File: src/rtl/pixel_write_buffer.sv
// pixel_write_buffer: ping-pong pixel buffer between the filter pipeline and an
// Avalon-MM write master. One bank fills while the other drains as single-word
// writes with a running word address.
// Optional feature macro: PIXEL_WRITE_BUFFER_FLUSH_EN adds a 'flush' input that
// closes a partially filled bank so it drains with its actual length.
module pixel_write_buffer #(
    parameter int PIXEL_W  = 24,
    parameter int DEPTH    = 6,
    parameter int ADDR_W   = 32,
    parameter int ADDR_INC = 4
) (
    input  logic               clk,
    input  logic               rst,
    input  logic               start,
    input  logic [ADDR_W-1:0]  base_address,
    input  logic [PIXEL_W-1:0] pixel_data,
    input  logic               pixel_valid,
    output logic               pixel_ready,
`ifdef PIXEL_WRITE_BUFFER_FLUSH_EN
    input  logic               flush,
`endif
    input  logic               master_waitrequest,
    output logic               master_write,
    output logic [ADDR_W-1:0]  master_address,
    output logic [PIXEL_W-1:0] master_writedata,
    output logic               done_write,
    output logic               busy
);
    localparam int CNT_W = $clog2(DEPTH + 1);
    localparam int IDX_W = $clog2(DEPTH);
    localparam logic [CNT_W-1:0]  DEPTH_C = CNT_W'(DEPTH);
    localparam logic [ADDR_W-1:0] INC_C   = ADDR_W'(ADDR_INC);

    typedef enum logic {S_IDLE, S_WRITE} state_t;

    logic [PIXEL_W-1:0] r_mem [2][DEPTH];
    logic               r_full [2];
    logic [CNT_W-1:0]   r_len [2];
    logic               r_fill_sel;
    logic               r_drain_sel;
    logic [CNT_W-1:0]   r_fill_cnt;
    logic [CNT_W-1:0]   r_drn_cnt;
    logic [ADDR_W-1:0]  r_cur_addr;
    state_t             r_state;
    logic               r_master_write;
    logic [PIXEL_W-1:0] r_writedata;
    logic               r_done;

    logic               w_pix_acc;
    logic [CNT_W-1:0]   w_fill_cnt_inc;
    logic               w_flush_req;
    logic               w_close;
    logic               w_word_acc;
    logic               w_drain_last;
    logic               w_idle;
    logic               w_start_acc;
    logic [CNT_W-1:0]   w_drn_next;
    logic [IDX_W-1:0]   w_fill_idx;
    logic [IDX_W-1:0]   w_drn_idx;

`ifdef PIXEL_WRITE_BUFFER_FLUSH_EN
    assign w_flush_req = flush;
`else
    assign w_flush_req = 1'b0;
`endif

    // The fill bank only accepts pixels while it is EMPTY.
    assign pixel_ready    = !r_full[r_fill_sel];
    assign w_pix_acc      = pixel_valid && pixel_ready;
    // A pixel accepted together with flush is counted before the bank closes.
    assign w_fill_cnt_inc = r_fill_cnt + CNT_W'(w_pix_acc);
    assign w_close        = (w_fill_cnt_inc == DEPTH_C) ||
                            (w_flush_req && (w_fill_cnt_inc != '0));
    assign w_fill_idx     = r_fill_cnt[IDX_W-1:0];

    assign w_word_acc     = r_master_write && !master_waitrequest;
    assign w_drain_last   = w_word_acc && (r_drn_cnt == (r_len[r_drain_sel] - CNT_W'(1)));
    assign w_drn_next     = r_drn_cnt + CNT_W'(1);
    assign w_drn_idx      = w_drn_next[IDX_W-1:0];

    assign w_idle         = !r_full[0] && !r_full[1] && !r_master_write;
    assign w_start_acc    = start && w_idle;

    assign master_write     = r_master_write;
    assign master_address   = r_cur_addr;
    assign master_writedata = r_writedata;
    assign done_write       = r_done;
    assign busy             = r_full[0] || r_full[1] || r_master_write;

    // Fill pointer: count pixels into the fill bank and hop banks when it closes.
    always_ff @(posedge clk) begin
        if (rst) begin
            r_fill_cnt <= '0;
            r_fill_sel <= 1'b0;
        end else if (w_close) begin
            r_fill_cnt <= '0;
            r_fill_sel <= ~r_fill_sel;
        end else begin
            r_fill_cnt <= w_fill_cnt_inc;
        end
    end

    // Per-bank storage and FULL/EMPTY status. Fill and drain never target the
    // same bank in one cycle, so set and clear cannot collide.
    for (genvar gi = 0; gi < 2; gi++) begin : g_bank
        // Bank storage write, length capture and status transitions.
        always_ff @(posedge clk) begin
            if (rst) begin
                r_full[gi] <= 1'b0;
                r_len[gi]  <= '0;
                for (int i = 0; i < DEPTH; i++) begin
                    r_mem[gi][i] <= '0;
                end
            end else begin
                if (w_pix_acc && (r_fill_sel == 1'(gi))) begin
                    r_mem[gi][w_fill_idx] <= pixel_data;
                end
                if (w_close && (r_fill_sel == 1'(gi))) begin
                    r_full[gi] <= 1'b1;
                    r_len[gi]  <= w_fill_cnt_inc;
                end else if (w_drain_last && (r_drain_sel == 1'(gi))) begin
                    r_full[gi] <= 1'b0;
                end
            end
        end
    end

    // Drain FSM: registered Avalon outputs, held while waitrequest is high.
    always_ff @(posedge clk) begin
        if (rst) begin
            r_state        <= S_IDLE;
            r_master_write <= 1'b0;
            r_writedata    <= '0;
            r_done         <= 1'b0;
            r_drn_cnt      <= '0;
            r_drain_sel    <= 1'b0;
            r_cur_addr     <= '0;
        end else begin
            r_done <= 1'b0;
            if (w_start_acc) begin
                r_cur_addr <= base_address;
            end
            case (r_state)
                S_IDLE: begin
                    if (r_full[r_drain_sel]) begin
                        r_state        <= S_WRITE;
                        r_master_write <= 1'b1;
                        r_drn_cnt      <= '0;
                        r_writedata    <= r_mem[r_drain_sel][0];
                    end
                end
                S_WRITE: begin
                    if (w_word_acc) begin
                        r_cur_addr <= r_cur_addr + INC_C;
                        if (w_drain_last) begin
                            r_drain_sel <= ~r_drain_sel;
                            r_drn_cnt   <= '0;
                            r_done      <= 1'b1;
                            // Chain straight into the other bank when it is already waiting.
                            if (r_full[~r_drain_sel]) begin
                                r_writedata <= r_mem[~r_drain_sel][0];
                            end else begin
                                r_state        <= S_IDLE;
                                r_master_write <= 1'b0;
                            end
                        end else begin
                            r_drn_cnt   <= w_drn_next;
                            r_writedata <= r_mem[r_drain_sel][w_drn_idx];
                        end
                    end
                end
                default: begin
                    r_state        <= S_IDLE;
                    r_master_write <= 1'b0;
                end
            endcase
        end
    end
endmodule
File: config.mk
export PLATFORM = sky130hd
export DESIGN_NAME = pixel_write_buffer
export DESIGN_NICKNAME = d
export VERILOG_FILES = /design/src/rtl/pixel_write_buffer.sv
export SDC_FILE = /design/constraint.sdc
export NUM_CORES = 1
export LEC_CHECK = 0
export ABC_CLOCK_PERIOD_IN_PS = 7080
export CAP_MARGIN = 15
export CORE_MARGIN = 2
export CORE_UTILIZATION = 25
export CTS_CLUSTER_DIAMETER = 80
export DETAILED_ROUTE_END_ITERATION = 10
export HOLD_SLACK_MARGIN = 0.03
export PLACE_DENSITY_LB_ADDON = 0.08
export SLEW_MARGIN = 20
export SYNTH_ARGS = -nofsm -noshare
export SYNTH_HDL_FRONTEND = slang
export SYNTH_SLANG_ARGS = --single-unit
File: constraint.sdc
create_clock -name clk -period 7.08 [get_ports clk]
set_input_delay 1.062 -clock clk [delete_from_list [all_inputs] [get_ports clk]]
set_output_delay 1.062 -clock clk [all_outputs]
set_load 0.01 [all_outputs]
==> summary.md, run 1 <==
| Metric | Value |
|---|---|
| Top-count cell post-synth | `edfxtp_1` |
| Total CTS buffers | `47` |
| Power share of the clock group | `between 40% and 50%` |
| Avg WL per Cell | `approximately 26 um` |
| Area contributors post-synth | `edfxtp_1, and2_1, dfxtp_1, mux2_2, mux4_2` |
| Drc violations | `0` |
| Slew Limit Fails | `0` |
| Critical Path End Type | `flip-flop` |
| Crit-path slowest cell | `and3_1` |
| Worst-Margin Slew | `1.15 ns` |
| Initial Utilization | `25.3%` |
| Cell accounting for the most synthesized area | `edfxtp_1` |
| Combinational share of power | `~7.4%` |
| Die height | `274 um` |
| Netlist cell types | `roughly 70` |
| Clk_lat worst skew | `~0.6 ns` |
| Arr. time, crit path | `roughly 4.2 ns` |
| Post-synth EDFFs | `approximately 300` |
| Root Buffer | `clkbuf_16` |
| CP peak stage delay | `~0.67 ns` |
| PortBufs | `between 100 and 150` |
| Non-filler cells in the finished layout | `~2.5k` |
| First-pass DRT Iterations | `6` |
| Clock tree sinks | `about 370` |
| Worst slew margin | `between 20% and 30%` |
| Yosys top cell area share | `about half` |
| Number of nets with antenna violations after detailed routing | `0` |
| Final count of hold timing violations | `0` |
| Dpl ws | `~2.8 ns` |
| Hold/Removal Path Class | `flip-flop to flip-flop` |
| Worst Skew | `slightly below 0.03 ns` |
| Final HPWL DP | `approximately 43,000 um` |
| H-Tree Depth | `2` |
| Highest Clock Rate | `274 MHz` |
| Post-CTS Hold Buffers | `0` |
| Top cells by count, synth | `edfxtp_1, and2_1, clkbuf_1, mux2_2, dfxtp_1` |
| Period utilisation layout | `approximately half` |
| Die area | `0.0749 mm2` |
| Die Span X | `around 270 um` |
| Placed cells | `between 2k and 2.5k` |
| Total number of yosys warnings | `0` |
| Vias in the first global route | `12.3k` |
| Core area | `around 0.072 mm2` |
| Via Count | `about 12k` |
| Status | `complete, no violations` |
| Standard-cell rows | `just under 100` |
| Leakage | `roughly 7.5 nW` |
| CTS tree | `built` |
| NetSw | `around 1.3 mW` |
| Reg power frac | `about 47%` |
| Tot GR Track Use | `approximately 18%` |
| Crit-path max FO | `29` |
| Post-synth top flop | `edfxtp_1` |
| Synth Area per Inst | `12.2 um2` |
| Min cycle time layout | `~3.7 ns` |
| Register area | `slightly above 0.01 mm2` |
| DRT iter0 DRCs | `739` |
| Post-CTS sizing | `0` |
| Worst path bufs/invs | `2` |
| Total negative slack | `0 ns` |
| Filler cells | `between 7k and 8k` |
| Final nets | `approximately 1.6k` |
| CP startpoint kind | `flip-flop` |
| Setup Crit Path Kind | `flip-flop to flip-flop` |
| Post-Syn Area | `0.0182 mm2` |
| Crit-path most repeated cell | `buf_4` |
| Total routed wirelength | `66,800 um` |
| Clock buffer depth | `3` |
| Maximum vdd drop | `roughly 0.15 mV` |
| Flop-to-flop setup slack | `around 3.4 ns` |
| Syn_nets | `about 1.6k` |
| Switching Share | `between 20% and 30%` |
| Max-Cap Viols | `0` |
| Worst path cell trace | `mux2i_1, ha_1, xnor2_1, xnor2_2, buf_4, and3_1, buf_4, o311ai_0, a211oi_1` |
| Seq/Total Area, Yosys | `a little under three fifths` |
| First-pass GRT wire length | `roughly 95,000 um` |
| IO Count | `between 100 and 150` |
| Setup violators final | `0` |
| Clk slew on worst S/H paths | `approximately 0.060 ns` |
| Area of the multi-input gates | `around 0.0074 mm2` |
| RSZ-0062 raised after global routing | `false` |
| Initial antenna violation count | `10` |
| Post-CTS Setup Repair Bufs | `0` |
| Required @ worst endpoint | `7.59 ns` |
| FFs w/ async S/R, synth | `0%` |
| Final WS setup | `between 3 and 4 ns` |
| Vias per inst | `between 4 and 5` |
| Syn Inst Count | `between 1k and 1.5k` |
| Register bit count reported by yosys | `~370` |
| PD cells | `~240 mW/mm2` |
| Gr ovfl total | `0` |
| GPL Wtd Cong | `0.776` |
| Layout overhead on the synthesized area | `19.7%` |
| Share of layout cells above drive strength 1 | `between 10% and 20%` |
| CP top delay family | `buffers and inverters` |
| Int Pwr | `around 3.9 mW` |
| Largest net degree at the start of global routing | `56` |
## kinds of logic after synthesis
family          synth area share, %
simple gates                   19.2
flops                          56.5
compound gates                 9.44
buf+inv                        3.40
xor+xnor                      0.482
mux                            10.5
fa+ha+maj                     0.482
## tightest hold or removal path, stage by stage (launching register included)
cell,delay [ns]
dfxtp_1,0.31
nand2_1,0.05
a21oi_1,0.05
## sequential cells by signal, summed over array words and instances (netlist names), named ones only
name,count
r_len,6
master_address,32
master_write,1
r_state,1
r_fill_cnt,3
master_writedata,24
r_drain_sel,1
r_full,2
r_fill_sel,1
r_drn_cnt,3
done_write,1
r_mem,288
## cells in the final DEF, fill, tap and decap left out, types with 29 or more instances in the layout
cell and n:
nor2b_1 53, nor2_1 30, clkdlybuf4s50_1 119, a211oi_1 52
edfxtp_1 296, buf_4 31, mux2i_1 54, dfxtp_1 65
a21oi_1 42, o21ai_0 42, and2_1 294, nand2_1 35
nand4_1 30, mux2_2 70, clkbuf_16 48, nor3_1 29
## path summary, 6_finish.rpt
check	start	to	cells past startpoint
max	flip-flop	master_writedata[11]$_SDFFE_PP0P_	9
min	master_address[0]$_SDFFE_PP0P_	master_address[0]$_SDFFE_PP0P_	2
max reg2reg	flip-flop	master_writedata[11]$_SDFFE_PP0P_	9
min reg2reg	master_address[0]$_SDFFE_PP0P_	master_address[0]$_SDFFE_PP0P_	2
## area by class of cell
| class | count | share of cell area, % |
|---|---|---|
| Antenna cell | 4 | 0.0460 |
| Clock buffer | 68 | 6.00 |
| Clock inverter | 18 | 0.811 |
| Inverter | 3 | 0.0517 |
| Multi-Input combinational cell | 984 | 33.9 |
| Sequential cell | 365 | 47.2 |
| Tap cell | 950 | 5.46 |
| Timing Repair Buffer | 150 | 6.54 |
## metal layers
layer | up-vias | share of wire (%) | global-route usage, %
li1 | 5667 | - | -
met1 | 6117 | 46 | 24.4
met2 | 289 | 47 | 29.1
met3 | 56 | 5.0 | 2.90
met4 | 0 | 2.0 | 4.69
met5 | - | 0 | 0
## metrics by stage
stage	utilization (%)	total power [mW]	hold WS, ns	instance area, um2
floorplan	-	2.68	0.477	18200
global placement	28.2	2.90	0.444	20300
detailed placement	28.2	2.90	0.449	20300
CTS	30.3	5.29	0.457	21700
global route	30.3	5.39	0.499	21800
finish	30.3	5.21	0.457	21800
## power groups by stage
stage	Clock (mW)	Sequential [mW]	Combinational [mW]
4_1_cts	2.43	2.46	0.397
3_3_place_gp	0	2.51	0.396
2_1_floorplan	0	2.49	0.190
6_report	2.36	2.46	0.386
5_1_grt	2.50	2.47	0.418
3_5_place_dp	0	2.51	0.396
Power figures use the tool's default switching activity.
==> run 2, diff against run 1 <==
--- a/config.mk
+++ b/config.mk
@@ -5,7 +5,7 @@
 export SDC_FILE = /design/constraint.sdc
 export NUM_CORES = 1
 export LEC_CHECK = 0
-export ABC_CLOCK_PERIOD_IN_PS = 7080
+export ABC_CLOCK_PERIOD_IN_PS = 3400
 export CAP_MARGIN = 15
 export CORE_MARGIN = 2
 export CORE_UTILIZATION = 25
==> constraint.sdc (replaced) <==
create_clock -name clk -period 3.4 [get_ports clk]
set_input_delay 0.51 -clock clk [delete_from_list [all_inputs] [get_ports clk]]
set_output_delay 0.51 -clock clk [all_outputs]
set_load 0.01 [all_outputs]
==> summary.md, run 2 (same netlist as run 1, synthesis figures left out) <==
| Metric | Value |
|---|---|
| Setup violators final | `0 (unchanged)` |
| Max-Cap Viols | `0 (unchanged)` |
| Max reg flops | `288 (unchanged)` |
| Setup Crit Path Kind | `flip-flop to flip-flop (unchanged)` |
| Worst hold start | `master_address[0]$_SDFFE_PP0P_ (unchanged)` |
| Total routed wirelength | `64,800 um (was 66,800 um)` |
| Clock tree sinks | `365 (unchanged)` |
| Final nets | `1,657 (was 1,619)` |
| Worst hold endpoint | `master_address[0]$_SDFFE_PP0P_ (unchanged)` |
| Post-CTS Hold Buffers | `0 (unchanged)` |
| Core area | `0.0717 mm2 (unchanged)` |
| Tot GR Track Use | `17.3% (was 17.8%)` |
| Die Span X | `274 um (unchanged)` |
| Standard-cell rows | `98 (unchanged)` |
| Largest net degree at the start of global routing | `60 (was 56)` |
| CP startpoint kind | `flip-flop (unchanged)` |
| CTS tree | `built (unchanged)` |
| Clk slew on worst S/H paths | `0.06 ns (about the same)` |
| Die area | `0.0749 mm2 (unchanged)` |
| Die height | `274 um (unchanged)` |
| Crit Reg-Reg Endpoint | `master_writedata[6]$_SDFFE_PP0P_ (was master_writedata[11]$_SDFFE_PP0P_)` |
| Flop-to-flop setup slack | `0.54 ns (was 3.43 ns)` |
| Share of layout cells above drive strength 1 | `17.7% (was 15.6%)` |
| Most frequent cells in the layout | `edfxtp_1, and2_1, clkdlybuf4s50_1 (unchanged)` |
| First-pass GRT wire length | `93,500 um (was 94,900 um)` |
| First-pass DRT Iterations | `7 (was 6)` |
| GPL Wtd Cong | `0.744 (was 0.776)` |
| Leakage | `7.70 nW (was 7.48 nW)` |
| Initial Utilization | `25.3% (unchanged)` |
| Required @ worst endpoint | `3.88 ns (was 7.59 ns)` |
| Highest Clock Rate | `350 MHz (was 274 MHz)` |
| Min cycle time layout | `2.86 ns (was 3.65 ns)` |
| Vias per inst | `4.82 (was 4.77)` |
| Total negative slack | `0 ns (unchanged)` |
| Period utilisation layout | `84.1% (was 51.6%)` |
| Power share of the clock group | `45.1% (was 45.3%)` |
| Layout overhead on the synthesized area | `21.8% (was 19.7%)` |
| Util after Layout | `30.9% (was 30.3%)` |
| Biggest register | `r_mem (unchanged)` |
| PD cells | `488 mW/mm2 (was 239 mW/mm2)` |
| Avg WL per Cell | `25.1 um (was 26.3 um)` |
| Reg2Reg Depth | `8 (was 9)` |
| Reg power frac | `47.3% (about the same)` |
| Total CTS buffers | `46 (was 47)` |
| Clock buffer depth | `3 (unchanged)` |
| Gr ovfl total | `0 (unchanged)` |
| Root Buffer | `clkbuf_16 (unchanged)` |
| Maximum vdd drop | `0.333 mV (was 0.145 mV)` |
| Final total power | `10.8 mW (was 5.21 mW)` |
| H-Tree Depth | `2 (unchanged)` |
| Worst Skew | `0.0215 ns (was 0.0297 ns)` |
| PortBufs | `120 (unchanged)` |
| Arr. time, crit path | `3.34 ns (was 4.16 ns)` |
| Slew Limit Fails | `0 (unchanged)` |
| Via Count | `12.4k (was 12.1k)` |
| Critical Path End Type | `flip-flop (unchanged)` |
| IO Count | `121 (unchanged)` |
| Vias in the first global route | `12.7k (was 12.3k)` |
| Initial antenna violation count | `4 (was 10)` |
| NetSw | `2.57 mW (was 1.27 mW)` |
| Worst hold path cell count | `2 (unchanged)` |
| Final HPWL DP | `39,400 um (was 43,400 um)` |
| Drc violations | `0 (unchanged)` |
| Crit-path max FO | `13 (was 29)` |
| DRT iter0 DRCs | `872 (was 739)` |
| Status | `complete, no violations (unchanged)` |
| Most common library cell in the layout ignoring fill and taps | `edfxtp_1 (unchanged)` |
| Worst slew margin | `46.5% (was 22.9%)` |
| RSZ-0062 raised after global routing | `false (unchanged)` |
| Number of nets with antenna violations after detailed routing | `0 (unchanged)` |
| Hold/Removal Path Class | `flip-flop to flip-flop (unchanged)` |
| Post-CTS Setup Repair Bufs | `0 (unchanged)` |
| Post-CTS sizing | `0 (unchanged)` |
| Combinational share of power | `7.5% (was 7.4%)` |
| Int Pwr | `8.23 mW (was 3.94 mW)` |
| Worst-Margin Slew | `0.802 ns (was 1.15 ns)` |
| Switching Share | `23.8% (was 24.3%)` |
| Final count of hold timing violations | `0 (unchanged)` |
| Clk_lat worst skew | `0.58 ns (was 0.61 ns)` |
-- run 2: cell count changes in the layout (fill, tap and decap cells not counted), sizes merged --
cell,previous run,this run
buf,31,70
clkinv,13,9
bufinv,3,2
clkbuf,68,67
-- run 2: final cells by class --
| type | count | area (um2) |
|---|---|---|
| fillers | 7228 | 49600 |
| flip-flops and latches | 365 | 10300 |
| multi-input cells | 984 | 7360 |
| repair buffers | 189 | 1820 |
| clock buffers | 67 | 1350 |
| well taps | 950 | 1190 |
| clock inverters | 13 | 116 |
| inverters | 3 | 11.3 |
| diodes | 4 | 10.0 |
-- run 2: critical path, cell delays in order (launching register included) --
cell      delay (ns)
dfxtp_4         0.47
mux2i_1         0.39
ha_1            0.31
xnor2_1         0.14
nor3b_2         0.43
and3_1          0.27
buf_4           0.25
o311ai_0        0.20
a211oi_1        0.28
-- run 2: per-layer routing --
metal	part of all wire (%)	routed length, um	GRT usage, %	vias to the layer above
met4	1.9	1260	4.16	0
met3	3.4	2210	2.07	79
li1	-	-	-	5752
met2	47	30400	28.0	216
met5	0	0	0	-
met1	48	30900	24.4	6354
-- run 2: metrics by stage --
stage	instances	worst slack [ns]	hold WS [ns]	instance area, um2
global route	2571	0.301	0.468	22100
floorplan	1489	0.581	0.477	18200
global placement	2491	0.345	0.447	20700
detailed placement	2491	0.371	0.451	20700
finish	2575	0.540	0.458	22100
CTS	2571	0.505	0.438	22100
-- run 2: power by group through the flow --
| stage | Sequential [mW] | Combinational, mW | Clock [mW] |
|---|---|---|---|
| 2_1_floorplan | 5.18 | 0.395 | 0 |
| 3_3_place_gp | 5.21 | 0.826 | 0 |
| 3_5_place_dp | 5.21 | 0.828 | 0 |
| 4_1_cts | 5.11 | 0.831 | 5.02 |
| 5_1_grt | 5.13 | 0.881 | 5.18 |
| 6_report | 5.11 | 0.812 | 4.88 |
-- run 2: worst max path at each step --
stage,startpoint,endpoint,depth (start not counted)
after detailed placement,pixel_valid,r_full[0]$_SDFFCE_PP0P_,10
after floorplan,flip-flop,r_full[0]$_SDFFCE_PP0P_,11
after CTS,flip-flop,master_writedata[6]$_SDFFE_PP0P_,8
final,flip-flop,master_writedata[6]$_SDFFE_PP0P_,8
after global placement,pixel_valid,r_full[0]$_SDFFCE_PP0P_,10
after global routing,flip-flop,master_writedata[6]$_SDFFE_PP0P_,8
